`src/rtl/uart_cmd_ctrl.sv`:
```
// uart_cmd_ctrl: turns received UART command bytes into counter controls (run, clear, mode).
// Define UART_CMD_ECHO_EN to add the 3-byte acknowledgment sequencer and one-deep pending slot.
module uart_cmd_ctrl #(
  parameter logic [7:0] CMD_RUN      = 8'h72,
  parameter logic [7:0] CMD_CLEAR    = 8'h63,
  parameter logic [7:0] CMD_MODE     = 8'h6D,
  parameter int         CASE_INSENS  = 1,
  parameter int         BUSY_TIMEOUT = 16
) (
  input  logic       clk,
  input  logic       rst,
  input  logic [7:0] i_rx_data,
  input  logic       i_rx_done,
  input  logic       i_tx_busy,
  output logic       o_tx_start,
  output logic [7:0] o_tx_data,
  output logic       o_enable,
  output logic       o_clear,
  output logic       o_mode,
  output logic       o_err,
  output logic       o_overrun
);

  localparam logic [7:0] UPPER_OFS = 8'h20;

  logic isRun, isClear, isMode, isValid;
  logic accept, timeoutErr;
  logic enable_q, enable_d, mode_q, mode_d, clear_q, clear_d;
  logic err_q, err_d, overrun_q, overrun_d;

  always_comb begin
    isRun   = (i_rx_data == CMD_RUN)   || ((CASE_INSENS != 0) && (i_rx_data == (CMD_RUN - UPPER_OFS)));
    isClear = (i_rx_data == CMD_CLEAR) || ((CASE_INSENS != 0) && (i_rx_data == (CMD_CLEAR - UPPER_OFS)));
    isMode  = (i_rx_data == CMD_MODE)  || ((CASE_INSENS != 0) && (i_rx_data == (CMD_MODE - UPPER_OFS)));
    isValid = isRun || isClear || isMode;
  end

  always_comb begin
    enable_d  = enable_q ^ (accept && isRun);
    mode_d    = mode_q ^ (accept && isMode);
    clear_d   = accept && isClear;
    err_d     = (accept && !isValid) || timeoutErr;
    overrun_d = i_rx_done && !accept;
  end

  always_ff @(posedge clk) begin
    if (rst) begin
      enable_q  <= 1'b0;
      mode_q    <= 1'b0;
      clear_q   <= 1'b0;
      err_q     <= 1'b0;
      overrun_q <= 1'b0;
    end else begin
      enable_q  <= enable_d;
      mode_q    <= mode_d;
      clear_q   <= clear_d;
      err_q     <= err_d;
      overrun_q <= overrun_d;
    end
  end

  assign o_enable  = enable_q;
  assign o_mode    = mode_q;
  assign o_clear   = clear_q;
  assign o_err     = err_q;
  assign o_overrun = overrun_q;

`ifdef UART_CMD_ECHO_EN
  localparam int               CNT_W      = $clog2(BUSY_TIMEOUT) + 1;
  localparam logic [CNT_W-1:0] CNT_LAST   = CNT_W'(BUSY_TIMEOUT - 2);
  localparam logic [7:0]       CHAR_QMARK = 8'h3F;
  localparam logic [7:0]       CHAR_CR    = 8'h0D;
  localparam logic [7:0]       CHAR_LF    = 8'h0A;

  typedef enum logic [2:0] {IDLE, START, WAIT_HI, WAIT_LO, NEXT} state_t;

  state_t           state_q, state_d;
  logic             slotFull_q, slotFull_d;
  logic [7:0]       slotByte_q, slotByte_d;
  logic [7:0]       head_q, head_d;
  logic [1:0]       idx_q, idx_d;
  logic [CNT_W-1:0] cnt_q, cnt_d;
  logic             slotTake;
  logic [7:0]       curByte;

  // A full slot being drained this cycle can be refilled in the same cycle.
  assign slotTake = (state_q == IDLE) && slotFull_q;
  assign accept   = i_rx_done && (!slotFull_q || slotTake);

  always_comb begin
    slotFull_d = (slotFull_q && !slotTake) || accept;
    slotByte_d = slotByte_q;
    if (accept) begin
      slotByte_d = isValid ? i_rx_data : CHAR_QMARK;
    end
  end

  always_comb begin
    unique case (idx_q)
      2'd0:    curByte = head_q;
      2'd1:    curByte = CHAR_CR;
      default: curByte = CHAR_LF;
    endcase
  end

  always_comb begin
    state_d    = state_q;
    head_d     = head_q;
    idx_d      = idx_q;
    cnt_d      = cnt_q;
    timeoutErr = 1'b0;
    o_tx_start = 1'b0;
    case (state_q)
      IDLE: begin
        if (slotFull_q) begin
          head_d  = slotByte_q;
          idx_d   = 2'd0;
          state_d = START;
        end
      end
      START: begin
        if (!i_tx_busy) begin
          o_tx_start = 1'b1;
          cnt_d      = '0;
          state_d    = WAIT_HI;
        end
      end
      WAIT_HI: begin
        if (i_tx_busy) begin
          state_d = WAIT_LO;
        end else if (cnt_q == CNT_LAST) begin
          // Error pulse lands BUSY_TIMEOUT cycles after the start pulse.
          timeoutErr = 1'b1;
          state_d    = NEXT;
        end else begin
          cnt_d = cnt_q + CNT_W'(1);
        end
      end
      WAIT_LO: begin
        if (!i_tx_busy) begin
          state_d = NEXT;
        end
      end
      NEXT: begin
        if (idx_q == 2'd2) begin
          state_d = IDLE;
        end else begin
          idx_d   = idx_q + 2'd1;
          state_d = START;
        end
      end
      default: state_d = IDLE;
    endcase
    if (rst) begin
      o_tx_start = 1'b0;
    end
  end

  assign o_tx_data = ((state_q == IDLE) || rst) ? 8'h00 : curByte;

  always_ff @(posedge clk) begin
    if (rst) begin
      state_q    <= IDLE;
      slotFull_q <= 1'b0;
      slotByte_q <= 8'h00;
      head_q     <= 8'h00;
      idx_q      <= 2'd0;
      cnt_q      <= '0;
    end else begin
      state_q    <= state_d;
      slotFull_q <= slotFull_d;
      slotByte_q <= slotByte_d;
      head_q     <= head_d;
      idx_q      <= idx_d;
      cnt_q      <= cnt_d;
    end
  end
`else
  logic unusedInputs;

  assign accept       = i_rx_done;
  assign timeoutErr   = 1'b0;
  assign o_tx_start   = 1'b0;
  assign o_tx_data    = 8'h00;
  assign unusedInputs = i_tx_busy ^ (BUSY_TIMEOUT < 2);
`endif

endmodule

```
`config.mk`:
```
export PLATFORM = sky130hd
export DESIGN_NAME = uart_cmd_ctrl
export DESIGN_NICKNAME = d
export VERILOG_FILES = /design/src/rtl/uart_cmd_ctrl.sv
export SDC_FILE = /design/constraint.sdc
export NUM_CORES = 1
export LEC_CHECK = 0
export CORE_AREA = 5 5 42 44
export CTS_CLUSTER_SIZE = 10
export DETAILED_ROUTE_END_ITERATION = 8
export DIE_AREA = 0 0 47 49
export GPL_TIMING_DRIVEN = 0
export PLACE_DENSITY = 0.64
export RECOVER_POWER = 25
export SLEW_MARGIN = 20
export SYNTH_ARGS = -nofsm -noshare
export SYNTH_HDL_FRONTEND = slang
export SYNTH_SLANG_ARGS = --single-unit
export TNS_END_PERCENT = 50
```
`constraint.sdc`:
```
create_clock -name clk -period 1.75 [get_ports clk]
set_clock_uncertainty 0.05 [all_clocks]
set_input_delay 0.4375 -clock clk [delete_from_list [all_inputs] [get_ports clk]]
set_output_delay 0.4375 -clock clk [all_outputs]
set_load 0.03 [all_outputs]
```
==> flow_summary.yaml <==
outcome:
  run_status: "complete, no violations"
yosys:
  post_synth_num_cell_types: 20
  synth_seq_cells: 4
  warnings_synthesis: 0
  synth_area_leaders: "sky130_fd_sc_hd__dfxtp_1, sky130_fd_sc_hd__buf_4, sky130_fd_sc_hd__nand2b_4, sky130_fd_sc_hd__nor2b_1, sky130_fd_sc_hd__mux2_1"
  post_synthesis_share_of_cell_area_spent_on_and_or_nand_and_nor_gates_pct: 32.54
  multiplexer_area_fraction_after_synthesis_pct: 3.571
  synth_cells: 35
  synth.largest_area_cell: "sky130_fd_sc_hd__dfxtp_1"
  post_synth_instance_area_um2: 315.3
  yosysSeqAreaShare_pct: 25.40
  synth_largest_type_area_fraction_pct: 25.40
  post_synthesis_compound_gate_area_fraction_pct: 9.524
  synth_adder_area_share_pct: 0
  synthXorXnorAreaFrac_pct: 2.778
  synth_top_family_by_area: "simple AND/OR/NAND/NOR gates"
  synthesized_area_per_cell_um2: 9.009
cts:
  postCtsHoldBufs: 0
  cts.root.buffer_cell: "sky130_fd_sc_hd__clkbuf_4"
  tritoncts.num_buffers: 3
  clkTransAtPathRegs_ns: 0.04
  post_cts.repair.setup_buffers: 0
  cts_buffer_depth: 2
  clock_latency_on_the_worst_skew_pair_ns: 0.23
  cts-htree-levels: 1
  cts.repair.resized: 0
  tritoncts_clock_tree: "built"
  clock_sink_count: 4
floorplan:
  die_y_um: 49
  top_level_ports: 26
  die_area_um2: 2303
  start_util_pct: 22.50
  fp-row-count: 14
  die_width_um: 47
  core_um2: 1401
cells_and_area:
  syn_to_final_growth_pct: 61.51
  insertedDiodeCount: 0
  leading_cell_types_in_the_layout_fill_and_taps_excluded: "sky130_fd_sc_hd__clkdlybuf4s50_1, sky130_fd_sc_hd__buf_4, sky130_fd_sc_hd__conb_1"
  layout.cells.most_common: "sky130_fd_sc_hd__clkdlybuf4s50_1"
  finalCoreUtilization_pct: 36.34
  drive_gt1_share_pct: 25.00
  post_layout_nonfiller_instances: 76
  final_nets: 74
worst_setup_path:
  cpMaxStageDelayCell: "sky130_fd_sc_hd__clkdlybuf4s50_1"
  worst_ep_arrival_time_ns: 1.19
  setup_crit_end_kind: "output pin"
  critical_path.max_fanout: 1
  critical-path-top-delay-family: "buffers and inverters"
  critical_path_source_type: "flop"
  critical_path.cell_chain: "clkdlybuf4s50_1"
  worst-setup-path-type: "reg2out"
  cp_num_buf_inv: 1
  worst-endpoint-required_ns: 1.26
  crit_path_max_incr_delay_ns: 0.66
detailed_routing:
  drt-initial-drc-count: 2
  routed-via-count: 292
  drt.antenna.violating_nets: 0
  drt_pass1_iterations: 2
  detail_route.drc_violations: 0
  detail_route.wirelength_um: 696
  route.detailed.vias_per_inst: 3.842
  wl_per_cell_um: 9.158
sta:
  rsz_0062_raised_after_global_routing: "no"
  finish_stage_setup_viols: 0
  final_hold_violations: 0
  final_max_slew_viols: 0
  worst_slack_ns: 0.07591
  fin_crit_ns: 1.674
  total_negative_setup_slacks_ns: 0
  maxClockFrequency_mhz: 597.3
  period_share_pct: 95.66
place:
  dpl_wire_length_um: 626.5
  place.detailed.instances: 73
  buffer_ports.inserted: 13
  gp_routability_congestion: 0.6484
  pre_cts_ws_ns: -0.1433
pwr:
  p_leak_nw: 0.2462
  power.density_nw_per_um2: 588.5
  worst_ir_drop_vdd_mv: 0.2240
grt:
  grt_start_max_net_pins: 6
  number_of_antenna_violations_at_the_first_check_in_global_routing: 0
  first_pass_grt_wire_length_mm: 1.104
  grt_util_all_layers_pct: 6.615
  overflow_left_after_global_routing: 0
  grt_pass1_vias: 281
worst_hold_path:
  min_delay_path_class: "reg2reg"
job:
  maxCapViolations: 0
==> path summary, 6_finish.rpt <==
kind	start	end	slack (ns)	cells past startpoint
max reg2reg	o_enable$_SDFF_PP0_	o_enable$_SDFF_PP0_	0.87	2
min	o_enable$_SDFF_PP0_	o_enable$_SDFF_PP0_	0.50	2
min reg2reg	o_enable$_SDFF_PP0_	o_enable$_SDFF_PP0_	0.50	2
max	o_clear$_SDFF_PP0_	o_clear	0.08	1
==> registers in the layout, summed over array words and instances, names as in the netlist <==
register,count
o_clear,1
o_enable,1
o_err,1
o_mode,1
==> power breakdown <==
part | switching (W) | internal, W | total [W]
clock network | 0.0000339 | 0.0000764 | 0.000110
registers | 0.000000411 | 0.0000933 | 0.0000937
logic | 0.0000506 | 0.0000451 | 0.0000957
==> worst reg2reg max path, stage by stage (launching register included) <==
cell and delay, ns:
sky130_fd_sc_hd__dfxtp_1 0.31, sky130_fd_sc_hd__nor2b_1 0.12, sky130_fd_sc_hd__mux2_1 0.28
==> metrics by stage <==
stage	hold slack [ns]	power, W	area (um^2)
global route	0.5511	0.0003224	509.2
CTS	0.5022	0.0003062	521.8
global placement	0.4761	0.0001890	499.2
finish	0.4994	0.0002997	509.2
floorplan	0.4642	0.0001581	349.1
detailed placement	0.4920	0.0001900	499.2
==> kinds of logic (layout without fill, tap and decap cells) <==
group / Yosys count / count (layout)
buf+inv: 11 / 27
simple gates: 14 / 14
compound gates: 3 / 3
other cells: 1 / 10
xor+xnor: 1 / 1
mux: 1 / 1
flops: 4 / 4
==> cells in the mapped netlist <==
cell / count
sky130_fd_sc_hd__nor4_1: 1
sky130_fd_sc_hd__nand2_1: 1
sky130_fd_sc_hd__o2111a_1: 1
sky130_fd_sc_hd__buf_4: 10
sky130_fd_sc_hd__xnor2_1: 1
sky130_fd_sc_hd__nand4b_1: 1
sky130_fd_sc_hd__and3b_1: 1
sky130_fd_sc_hd__nor4b_1: 1
sky130_fd_sc_hd__o21ba_1: 1
sky130_fd_sc_hd__or4_1: 1
sky130_fd_sc_hd__dfxtp_1: 4
sky130_fd_sc_hd__nand3_1: 1
sky130_fd_sc_hd__mux2_1: 1
sky130_fd_sc_hd__nor2b_1: 2
sky130_fd_sc_hd__conb_1: 1
sky130_fd_sc_hd__nand2b_4: 2
sky130_fd_sc_hd__nor2_1: 2
sky130_fd_sc_hd__inv_1: 1
sky130_fd_sc_hd__nand4_1: 1
sky130_fd_sc_hd__o31a_1: 1
==> per-layer routing <==
| layer | part of all wire [%] | global-route usage (%) | vias to the layer above |
|---|---|---|---|
| met1 | 32 | 5.921 | 130 |
| met3 | 8.3 | 3.690 | 0 |
| met5 | 0 | 0 | - |
| met2 | 59 | 12.22 | 10 |
| li1 | - | - | 152 |
| met4 | 0 | 1.382 | 0 |
==> area by class of cell <==
cell class	count	area [um^2]
Sequential cell	4	80.08
Multi-Input combinational cell	29	190.2
Clock buffer	3	22.52
Fill cell	163	892.1
Timing Repair Buffer	13	117.6
Tap cell	16	20.02
Buffer	10	75.07
Inverter	1	3.754
(Power assumes the default switching activity.)
